`config.mk`:
```
export PLATFORM = sky130hd
export DESIGN_NAME = fifo_async_read_ptr
export DESIGN_NICKNAME = d
export VERILOG_FILES = /design/src/rtl/fifo_async_pkg.sv /design/src/rtl/fifo_async_sync.sv /design/src/rtl/fifo_async_read_ptr.sv
export SDC_FILE = /design/constraint.sdc
export NUM_CORES = 1
export LEC_CHECK = 0
export ABC_AREA = 1
export CAP_MARGIN = 20
export CORE_MARGIN = 2
export CORE_UTILIZATION = 43
export CTS_CLUSTER_DIAMETER = 120
export DETAILED_ROUTE_END_ITERATION = 8
export PLACE_DENSITY = 0.72
export SYNTH_ARGS = -nofsm -noshare
export SYNTH_HDL_FRONTEND = slang
export SYNTH_SLANG_ARGS = --single-unit
```
`constraint.sdc`:
```
create_clock -name clk_in -period 1.8 [get_ports clk_in]
set_input_delay 0.36 -clock clk_in [delete_from_list [all_inputs] [get_ports clk_in]]
set_output_delay 0.36 -clock clk_in [all_outputs]
set_load 0.01 [all_outputs]
```
`src/rtl/fifo_async_pkg.sv`:
```
// Shared constants and Gray-code helpers for both domains of the asynchronous FIFO.
package fifo_async_pkg;

  localparam int unsigned PTR_WIDTH_DEF   = 4;
  localparam int unsigned SYNC_STAGES_DEF = 2;
  localparam int unsigned DEPTH           = 2 ** (PTR_WIDTH_DEF - 1);

  // Helpers operate on a wide container; callers zero-extend and truncate to their width.
  localparam int unsigned GRAY_MAX_W = 32;

  // Binary to reflected Gray code.
  function automatic logic [GRAY_MAX_W-1:0] bin2gray(input logic [GRAY_MAX_W-1:0] bin);
    return bin ^ (bin >> 1);
  endfunction

  // Gray to binary: each binary bit is the XOR of all Gray bits at or above it.
  function automatic logic [GRAY_MAX_W-1:0] gray2bin(input logic [GRAY_MAX_W-1:0] gray);
    logic [GRAY_MAX_W-1:0] bin;
    bin = gray;
    bin = bin ^ (bin >> 1);
    bin = bin ^ (bin >> 2);
    bin = bin ^ (bin >> 4);
    bin = bin ^ (bin >> 8);
    bin = bin ^ (bin >> 16);
    return bin;
  endfunction

endpackage

```
`src/rtl/fifo_async_sync.sv`:
```
// N-stage flop synchronizer for a Gray-coded pointer crossing into clk_in.
module fifo_async_sync #(
  parameter int unsigned WIDTH  = 4,
  parameter int unsigned STAGES = 2
) (
  input  logic             clk_in,
  input  logic             nrst_in,
  input  logic [WIDTH-1:0] d_in,
  output logic [WIDTH-1:0] q_out
);

  logic [STAGES-1:0][WIDTH-1:0] sync_q;

  // Shift the asynchronous value through the flop chain.
  always_ff @(posedge clk_in or negedge nrst_in) begin
    if (!nrst_in) begin
      sync_q <= '0;
    end else begin
      sync_q <= {sync_q[STAGES-2:0], d_in};
    end
  end

  assign q_out = sync_q[STAGES-1];

endmodule

```
`src/rtl/fifo_async_read_ptr.sv`:
```
// Read-domain pointer and flag logic for the asynchronous FIFO.
// Optional sticky underflow flag: define FIFO_ASYNC_RD_UNDERFLOW_EN.
module fifo_async_read_ptr
  import fifo_async_pkg::*;
#(
  parameter int unsigned PTR_WIDTH       = PTR_WIDTH_DEF,
  parameter int unsigned SYNC_STAGES     = SYNC_STAGES_DEF,
  parameter int unsigned ALMOST_EMPTY_TH = 1
) (
  input  logic                 clk_in,
  input  logic                 nrst_in,
  input  logic                 read_in,
  input  logic [PTR_WIDTH-1:0] wptr_g_async_in,
  output logic [PTR_WIDTH-2:0] raddr_out,
  output logic [PTR_WIDTH-1:0] rptr_b_out,
  output logic [PTR_WIDTH-1:0] rptr_g_out,
  output logic                 empty_out,
  output logic                 almost_empty_out,
  output logic [PTR_WIDTH-1:0] rd_level_out
`ifdef FIFO_ASYNC_RD_UNDERFLOW_EN
  ,
  output logic                 underflow_out
`endif
);

  logic [PTR_WIDTH-1:0] wptr_g_sync;
  logic [PTR_WIDTH-1:0] wptr_b_sync;
  logic                 accept;
  logic [PTR_WIDTH-1:0] rptr_b_next;
  logic [PTR_WIDTH-1:0] rptr_g_next;
  logic [PTR_WIDTH-1:0] level_next;

  fifo_async_sync #(
    .WIDTH  (PTR_WIDTH),
    .STAGES (SYNC_STAGES)
  ) u_wptr_sync (
    .clk_in  (clk_in),
    .nrst_in (nrst_in),
    .d_in    (wptr_g_async_in),
    .q_out   (wptr_g_sync)
  );

  // Next pointers and flags, computed from the post-accept pointer so flags need no extra cycle.
  always_comb begin
    wptr_b_sync = PTR_WIDTH'(gray2bin(GRAY_MAX_W'(wptr_g_sync)));
    accept      = read_in & ~empty_out;
    rptr_b_next = rptr_b_out + PTR_WIDTH'(accept);
    rptr_g_next = PTR_WIDTH'(bin2gray(GRAY_MAX_W'(rptr_b_next)));
    level_next  = wptr_b_sync - rptr_b_next;
  end

  // Pointer, flag and level registers.
  always_ff @(posedge clk_in or negedge nrst_in) begin
    if (!nrst_in) begin
      rptr_b_out       <= '0;
      rptr_g_out       <= '0;
      empty_out        <= 1'b1;
      almost_empty_out <= 1'b1;
      rd_level_out     <= '0;
    end else begin
      rptr_b_out       <= rptr_b_next;
      rptr_g_out       <= rptr_g_next;
      empty_out        <= (rptr_g_next == wptr_g_sync);
      almost_empty_out <= (32'(level_next) <= ALMOST_EMPTY_TH);
      rd_level_out     <= level_next;
    end
  end

  assign raddr_out = rptr_b_out[PTR_WIDTH-2:0];

`ifdef FIFO_ASYNC_RD_UNDERFLOW_EN
  // Sticky flag for reads attempted while empty; only reset clears it.
  always_ff @(posedge clk_in or negedge nrst_in) begin
    if (!nrst_in) begin
      underflow_out <= 1'b0;
    end else if (read_in && empty_out) begin
      underflow_out <= 1'b1;
    end
  end
`endif

endmodule

```
# After elaboration in Yosys (flattened, before gate mapping)
# Index checks and enable logic that the tools add are counted.
[totals]
reg_bits = 22
input_bits = 7
output_inout_bits = 17
wordCells = 19
[classes]
add_sub_neg = 2
order_cmp = 1
eq_ne = 1
bitwise_logic = 8
[op_table]
columns = ["op", "count"]
rows = [
  ["4-bit by 1-bit XOR with 4-bit output (second input constant)", 3],
  ["4-bit by 3-bit XOR with 4-bit output", 2],
  ["4-bit by 1-bit adder with 4-bit output", 1],
  ["4-bit equality test", 1],
  ["4-bit by 1-bit <= comparator with 1-bit output (second input constant)", 1],
  ["4-bit subtractor", 1],
  ["4-bit by 2-bit XOR with 4-bit output", 1],
  ["1-bit bitwise AND", 1],
  ["1-bit NOT", 1],
]

# Depth between registers and ports, before layout
# Gate-level depths: netlist (run 1).
[depth]
ltp_word = 7
mapped_depth = 15
ltp_nobuf = 15

# By module
# From an unflattened synthesis (run 1), not the netlist that was laid out.
[unflattened]
cells_unflattened = 97
area_unflattened_um2 = 1052.3
[by_module_without_submodules]
columns = ["module", "n_inst", "cells_each", "area_per_inst_um2", "seq_area_each_um2"]
rows = [
  ["fifo_async_read_ptr", 1, 85, 822.0, 327.8],
  ["fifo_async_sync", 1, 12, 230.2, 200.2],
]

# Worst setup path before layout (run 1)
# No wires, ideal clock.
[synth_path]
kind = "register -> register"
from = "register empty_out"
to = "register almost_empty_out"
setup_time_ns = 0.064
t_arrival_ns = 1.988
required_ns = 1.736
slack_ns = -0.252
stages_incl_launch_ff = 11
path_buffers = 0
synth_period_minus_slack_ns = 2.052
path_cell_list = "dfstp_2 -> nor2_1 -> ha_1 -> ha_1 -> inv_1 -> nand3_4 -> nand2_1 -> inv_1 -> ha_1 -> nand3b_1 -> nor2_2"
[synth_between]
elab_chain_cells = 5
[synth_rtl]
columns = ["element", "line", "rtl"]
rows = [
  ["start: declaration", "fifo_async_read_ptr.sv:17", "output logic empty_out,"],
  ["start signal: assignment", "fifo_async_read_ptr.sv:63", "empty_out <= (rptr_g_next == wptr_g_sync);"],
  ["1-bit NOT", "fifo_async_read_ptr.sv:46", "accept = read_in & ~empty_out;"],
  ["1-bit bitwise AND", "fifo_async_read_ptr.sv:46", ""],
  ["4-bit by 1-bit adder with 4-bit output", "fifo_async_read_ptr.sv:47", "rptr_b_next = rptr_b_out + PTR_WIDTH'(accept);"],
  ["via rptr_b_next[1]", "fifo_async_read_ptr.sv:29", "logic [PTR_WIDTH-1:0] rptr_b_next;"],
  ["4-bit subtractor", "fifo_async_read_ptr.sv:49", "level_next = wptr_b_sync - rptr_b_next;"],
  ["via level_next[1]", "fifo_async_read_ptr.sv:31", "logic [PTR_WIDTH-1:0] level_next;"],
  ["4-bit by 1-bit <= comparator with 1-bit output", "fifo_async_read_ptr.sv:64", "almost_empty_out <= (32'(level_next) <= ALMOST_EMPTY_TH);"],
  ["end signal: assignment", "fifo_async_read_ptr.sv:64", ""],
  ["end: declaration", "fifo_async_read_ptr.sv:18", "output logic almost_empty_out,"],
]
# The timed path passes the listed nets, and every way through them passes these cells.

# Final worst setup path (run 1)
[layout_path]
from = "register empty_out"
to = "register almost_empty_out"
[layout_between]
elab_chain_cells = 5
[layout_rtl]
columns = ["element", "line"]
rows = [
  ["1-bit NOT", "fifo_async_read_ptr.sv:46"],
  ["1-bit bitwise AND", "fifo_async_read_ptr.sv:46"],
  ["4-bit by 1-bit adder with 4-bit output", "fifo_async_read_ptr.sv:47"],
  ["via rptr_b_next[1]", "fifo_async_read_ptr.sv:29"],
  ["4-bit subtractor", "fifo_async_read_ptr.sv:49"],
  ["4-bit by 1-bit <= comparator with 1-bit output", "fifo_async_read_ptr.sv:64"],
]
# The timed path passes the listed nets, and every way through them passes these cells.

==> impl_metrics.json, run 1 <==
{
  "ir_worst_vdd_mv": 0.921,
  "slew_violations": 0,
  "critPathSlowestCell": "dfstp_2",
  "grt_pass1_vias": 744,
  "die_h_um": 52.2,
  "area_growth_pct": 51.0,
  "synth-seq-area-share": 0.529,
  "finalHoldViolCount": 0,
  "max_freq_mhz": 541,
  "ys_ff_latch": 21,
  "critPathArrivalTime_ns": 2.10,
  "multiInputGateArea_um2": 499,
  "grt_max_degree": 22,
  "synth_simple_gate_area_frac": 0.266,
  "core_area_um2": 2210,
  "syn_avg_cell_area_um2": 10.1,
  "yosysTopAreaCell": "dfrtp_1",
  "rows": 17,
  "post_dp_cell_area_um2": 1350,
  "dp_hpwl_um": 1400,
  "htree_levels": 1,
  "final_layout_size_suffix_gt1_frac": 0.460,
  "setup_ws_ns": -0.0497,
  "synth_top_area_share": 0.476,
  "io_pins": 24,
  "nNetsFinal": 151,
  "initial_core_util": 0.451,
  "clk_latency_ns": 0.31,
  "crit_fanout": 4,
  "viasPerCell": 4.59,
  "dieArea_um2": 2720,
  "fin_crit_sh": 1.03,
  "synthMuxAreaShare": 0,
  "worst_slew_margin_rel": 0.829,
  "crit_required_ns": 2.05,
  "numCtsBuffers": 3,
  "firstDrtPassIters": 1,
  "grt-ovfl-total": 0,
  "antenna_cells": 0,
  "path_cells": "nor2_4 -> ha_4 -> ha_4 -> inv_2 -> nand3_4 -> nand2_2 -> inv_2 -> ha_4 -> inv_2 -> nand2_2 -> nand2_2 -> nand3b_1 -> nor2_2",
  "critPathTopFamily": "flip-flops",
  "synth_compound_area_frac": 0,
  "violations": "setup timing",
  "period_minus_slack_ns": 1.85,
  "synth_area_leaders": "dfrtp_1 (48%), nand2_1 (8.6%), dfstp_2 (5.3%)",
  "wl_per_cell_um": 11.7,
  "grt_pass1_wl_um": 3060,
  "syn_area_um2": 998,
  "synth_nets": 110,
  "fill_cells": 166,
  "cts_tree": "yes",
  "synth_warnings": 0,
  "portBuffers": 23,
  "drc": 0,
  "antenna_left": 0,
  "cts.clk_slew.worst_paths_ns": 0.11,
  "crit_buf_inv": 3,
  "p_leak_uw": 0.000738,
  "fin_tns_setup_ns": -0.0924,
  "fin_area_um2": 1510,
  "synth_fa_ha_area_frac": 0.0501,
  "critical_path_class": "reg -> reg",
  "max_stage_delay_ns": 0.58,
  "cap_violations": 0,
  "hold_path_class": "reg -> reg",
  "p_per_area_nw_per_um2": 1860,
  "antenna_found_initial": 0,
  "die_x_um": 52.2,
  "grtUsageTotal": 0.157,
  "vias": 766,
  "synth_xor_area_frac": 0.0689,
  "wl_um": 1960,
  "synth_top_family_by_area": "simple AND/OR/NAND/NOR gates",
  "rsz0062_at_grt": "true",
  "status": "finished with violations",
  "syn_inst": 99,
  "ys_types": 20,
  "tightest_slew_ns": 0.256,
  "setup_viol": 3,
  "clk_path_buf_depth": 2,
  "seq_area_um2": 528,
  "cts_root_buf": "clkbuf_4",
  "postCtsHoldBufs": 0,
  "startpoint_type": "register",
  "detail_route.iter0.violations": 0,
  "crit_path_end_kind": "register",
  "gp_congestion": 0.751,
  "cts.sinks": 21,
  "skew_ns": 0.000717
}
-- cell usage after synthesis, drive strengths merged --
library cell,number
buf,4
nor2,9
xnor2,1
dfstp,2
inv,14
xor2,6
clkinv,1
ha,4
dfrtp,19
nand3,5
nand3b,1
nand4,1
nand2,32
-- metrics by stage --
step	setup WS, ns	total power [uW]	utilization	hold WS (ns)	std cells
final	-0.0497	2800	0.682	0.359	167
after CTS	-0.0516	2660	0.646	0.363	165
after detailed placement	-0.461	2290	0.612	0.337	160
after floorplan	-0.0514	1620	-	0.0644	99
after global routing	-0.134	3010	0.682	0.369	167
after global placement	-0.374	2240	0.612	0.332	160
-- state kept, by name, summed over array words and instances, names as in the netlist --
register and cells:
rptr_b_out 4, rd_level_out 4, almost_empty_out 1, u_wptr_sync.q_out 4
u_wptr_sync.sync_q 4, rptr_g_out 3, empty_out 1
-- logic make-up after synthesis --
logic type	Yosys count
adders and majority gates	4
and+or+nand+nor	48
DFF	21
xor gates and xnor gates	7
buffers and inverters	19
-- per-layer routing --
metal / part of all wire / global-route usage / routed length, um / up-vias
li1: - / - / - / 374
met1: 0.38 / 0.165 / 744 / 363
met2: 0.54 / 0.295 / 1050 / 22
met3: 0.054 / 0.0229 / 105 / 7
met4: 0.028 / 0.0897 / 54 / 0
met5: 0 / 0 / 0 / -
-- final cells by class --
cell class,instances,area share
clock buffer,3,0.0149
clock inverter,1,0.00332
inverter,15,0.0390
multi-input combinational,59,0.331
sequential,21,0.350
tap,28,0.0232
timing repair buffer,40,0.238
-- worst register-to-register path, delay by kind of cell, from the launching register on --
family | cells | cell delay, ns
adders and majority gates | 3 | 0.55
buffers and inverters | 3 | 0.17
and+or+nand+nor | 7 | 0.50
DFF | 1 | 0.58
-- final timing paths --
| check | startpoint | end | slack, ns | cells after the start |
|---|---|---|---|---|
| setup / recovery | empty_out | almost_empty_out | -0.05 | 13 |
| hold / removal | u_wptr_sync.sync_q[2] | u_wptr_sync.q_out[2] | 0.36 | 0 |
| setup reg to reg | empty_out | almost_empty_out | -0.05 | 13 |
| hold reg to reg | u_wptr_sync.sync_q[2] | u_wptr_sync.q_out[2] | 0.36 | 0 |
| max in group asynchronous | nrst_in | empty_out | 1.16 | 2 |
| min in group asynchronous | nrst_in | rd_level_out[3] | 0.37 | 2 |
-- report_power, final --
group	total [uW]	internal (uW)	switching, uW	leakage [uW]
clock network	225	83.1	142	0.0000177
logic	1830	952	882	0.000476
registers	737	635	102	0.000244
-- what timing repair did --
action                     CTS  global route
buffers inserted             1             2
pin swaps                   10            13
cloned                       0             0
setup endpoints to repair    4             4
resized for setup           12            15
-- cells in the final DEF, fill, tap and decap left out, drive strengths merged --
| cell type | synthesis | routed |
|---|---|---|
| nand2 | 32 | 32 |
| clkdlybuf4s50 | 0 | 21 |
| dfrtp | 19 | 19 |
| buf | 4 | 17 |
| inv | 14 | 14 |
| nor2 | 9 | 9 |
| xor2 | 6 | 6 |
| nand3 | 5 | 5 |
| ha | 4 | 4 |
| clkbuf | 0 | 3 |
| dfstp | 2 | 2 |
| clkinv | 1 | 2 |
| nand4 | 1 | 1 |
| xnor2 | 1 | 1 |
| nand3b | 1 | 1 |
| dlygate4sd2 | 0 | 1 |
| dlymetal6s2s | 0 | 1 |
Note: power is estimated with default switching activity, not from simulation.
==> inputs of run 2 (changes only) <==
--- a/config.mk
+++ b/config.mk
@@ -8,10 +8,11 @@
 export ABC_AREA = 1
 export CAP_MARGIN = 20
 export CORE_MARGIN = 2
-export CORE_UTILIZATION = 43
+export CORE_UTILIZATION = 44
 export CTS_CLUSTER_DIAMETER = 120
 export DETAILED_ROUTE_END_ITERATION = 8
 export PLACE_DENSITY = 0.72
 export SYNTH_ARGS = -nofsm -noshare
 export SYNTH_HDL_FRONTEND = slang
+export SYNTH_HIERARCHICAL = 1
 export SYNTH_SLANG_ARGS = --single-unit
==> impl_metrics.json, run 2 <==
{
  "dieArea_um2": 2800,
  "numCtsBuffers": 3,
  "wl_per_cell_um": 11.1,
  "timing.rr.start": "empty_out",
  "skew_ns": 0.000529,
  "core_area_um2": 2230,
  "min_to": "u_wptr_sync/q_out[3]",
  "syn_avg_cell_area_um2": 10.8,
  "startpoint_type": "register",
  "yosysMostFrequentCell": "dfrtp_1",
  "gp_congestion": 0.716,
  "grt-ovfl-total": 0,
  "wl_um": 1760,
  "setup_ws_ns": -0.0903,
  "firstDrtPassIters": 5,
  "clk_path_buf_depth": 2,
  "dp_hpwl_um": 1320,
  "yosysTopAreaCell": "dfrtp_1",
  "period_minus_slack_ns": 1.89,
  "tightest_slew_ns": 0.259,
  "critPathArrivalTime_ns": 2.14,
  "setup_viol": 3,
  "violations": "setup timing",
  "grt_pass1_vias": 720,
  "antenna_cells": 0,
  "synth_warnings": 6,
  "die_x_um": 52.9,
  "crit_fanout": 3,
  "syn_area_um2": 1050,
  "crit_path_end_kind": "register",
  "layout_commonest_cell": "clkdlybuf4s50_1",
  "syn_inst": 97,
  "cts_tree": "yes",
  "rsz0062_at_grt": "true",
  "synth_nets": 108,
  "synth_edf_count": 0,
  "ys_ff_latch": 21,
  "synth_common_cells": "dfrtp_1 (19), nand2_1 (17), inv_1 (13)",
  "fill_cells": 199,
  "reg2reg_to": "almost_empty_out",
  "p_per_area_nw_per_um2": 1870,
  "final_layout_size_suffix_gt1_frac": 0.427,
  "nNetsFinal": 143,
  "worst_hold_path.num_cells": 0,
  "drc": 0,
  "synthArstFlopShare": 1.00,
  "grt_pass1_wl_um": 2950,
  "cap_violations": 0,
  "fin_crit_sh": 1.05,
  "r2r_setup_slack_ns": -0.09,
  "area_growth_pct": 38.0,
  "rows": 17,
  "p_leak_uw": 0.000704,
  "initial_core_util": 0.471,
  "synth-seq-area-share": 0.502,
  "max_freq_mhz": 529,
  "portBuffers": 23,
  "cts.sinks": 21,
  "grt_max_degree": 22,
  "detail_route.iter0.violations": 4,
  "synth-main-ff-cell": "dfrtp_1",
  "reg2reg_depth": 13,
  "vias": 723,
  "io_pins": 24,
  "synth_area_leaders": "dfrtp_1 (45%), nand2_1 (6.1%), buf_4 (5.7%)",
  "hold_path_class": "reg -> reg",
  "ir_worst_vdd_mv": 1.01,
  "final_cell_mix": "clkdlybuf4s50_1 (22), dfrtp_1 (19), buf_4 (15), nand2_1 (14)",
  "antenna_found_initial": 0,
  "slew_violations": 0,
  "clk_latency_ns": 0.31,
  "synth_top_area_share": 0.452,
  "critical_path_class": "reg -> reg",
  "min_from": "u_wptr_sync/sync_q[3]",
  "timing.hold.ws_ns": 0.359,
  "antenna_left": 0,
  "status": "finished with violations",
  "ys_types": 19,
  "cts_root_buf": "clkbuf_4",
  "finalHoldViolCount": 0,
  "fin_tns_setup_ns": -0.117,
  "cts.clk_slew.worst_paths_ns": 0.11,
  "worst_slew_margin_rel": 0.828,
  "grtUsageTotal": 0.156,
  "die_h_um": 52.9,
  "crit_required_ns": 2.05,
  "viasPerCell": 4.55,
  "htree_levels": 1
}
## run 2: cell count changes in the layout (fill, tap and decap cells not counted), sizes merged
cell | before | now
nand2 | 32 | 26
nor2 | 9 | 6
buf | 17 | 15
inv | 14 | 16
nand3 | 5 | 7
clkdlybuf4s50 | 21 | 22
clkinv | 2 | 1
dlymetal6s2s | 1 | 0
nand3b | 1 | 0
nand4 | 1 | 0
xnor2 | 1 | 2
xnor3 | 0 | 1
## run 2: worst max-delay path by stage
stage | from | endpoint | slack (ns) | cells past startpoint
global route | empty_out | almost_empty_out | -0.21 | 13
finish | empty_out | almost_empty_out | -0.09 | 13
global placement | read_in | almost_empty_out | -0.43 | 15
detailed placement | read_in | almost_empty_out | -0.52 | 15
CTS | empty_out | almost_empty_out | -0.15 | 13
floorplan | empty_out | almost_empty_out | -0.08 | 13
## run 2: cell families after synthesis
kind of cell / after synthesis / share of synthesized area
AND/OR/NAND/NOR: 39 / 0.224
buffers and inverters: 24 / 0.114
flip-flops: 21 / 0.502
XOR/XNOR: 9 / 0.113
adder cells (fa/ha/maj): 4 / 0.0476
## run 2: final cells by class
class                           count  area, um2  area share
Tap cell                           28       35.0      0.0241
Clock buffer                        3       22.5      0.0155
Sequential cell                    21        528       0.363
Inverter                           16       60.1      0.0413
Multi-Input combinational cell     52        460       0.317
Timing Repair Buffer               38        342       0.235
Clock inverter                      1       5.00     0.00345
## run 2: per-stage QoR
stage,setup WS (ns),total power (uW),area [um2],util,cells
after floorplan,-0.0824,1700,1070,-,97
after global placement,-0.429,2290,1370,0.611,152
after detailed placement,-0.519,2340,1370,0.611,152
after CTS,-0.145,2650,1420,0.636,157
after global routing,-0.209,2950,1450,0.650,159
final,-0.0903,2710,1450,0.650,159
## run 2: per-layer routing
metal | up-vias | GRT usage | part of all wire
met5 | - | 0 | 0
met1 | 343 | 0.160 | 0.39
met2 | 28 | 0.281 | 0.52
li1 | 348 | - | -
met4 | 0 | 0.115 | 0.030
met3 | 4 | 0.0254 | 0.057
## run 2: power breakdown
group / total [uW] / switching (uW) / leakage, uW / internal [uW]
combinational: 1760 / 807 / 0.000443 / 949
sequential: 735 / 99.0 / 0.000244 / 636
clock: 223 / 140 / 0.0000177 / 83.1
## run 2: worst max-delay path: stages (launching register included)
cell     delay [ns]
dfstp_2        0.55
nor2_2         0.04
ha_2           0.20
ha_4           0.25
inv_2          0.06
nand3_4        0.06
nand2_2        0.06
inv_2          0.04
ha_4           0.15
inv_2          0.05
nand2_2        0.05
xor2_1         0.16
nand2_1        0.09
nor2_2         0.09
## run 2: repair_timing
item / in CTS / in global routing
gates resized for setup: 4 / 7
pin swaps: 7 / 8
setup endpoints to repair: 4 / 4
setup buffers: 1 / 2
hold buffers: 0 / 0
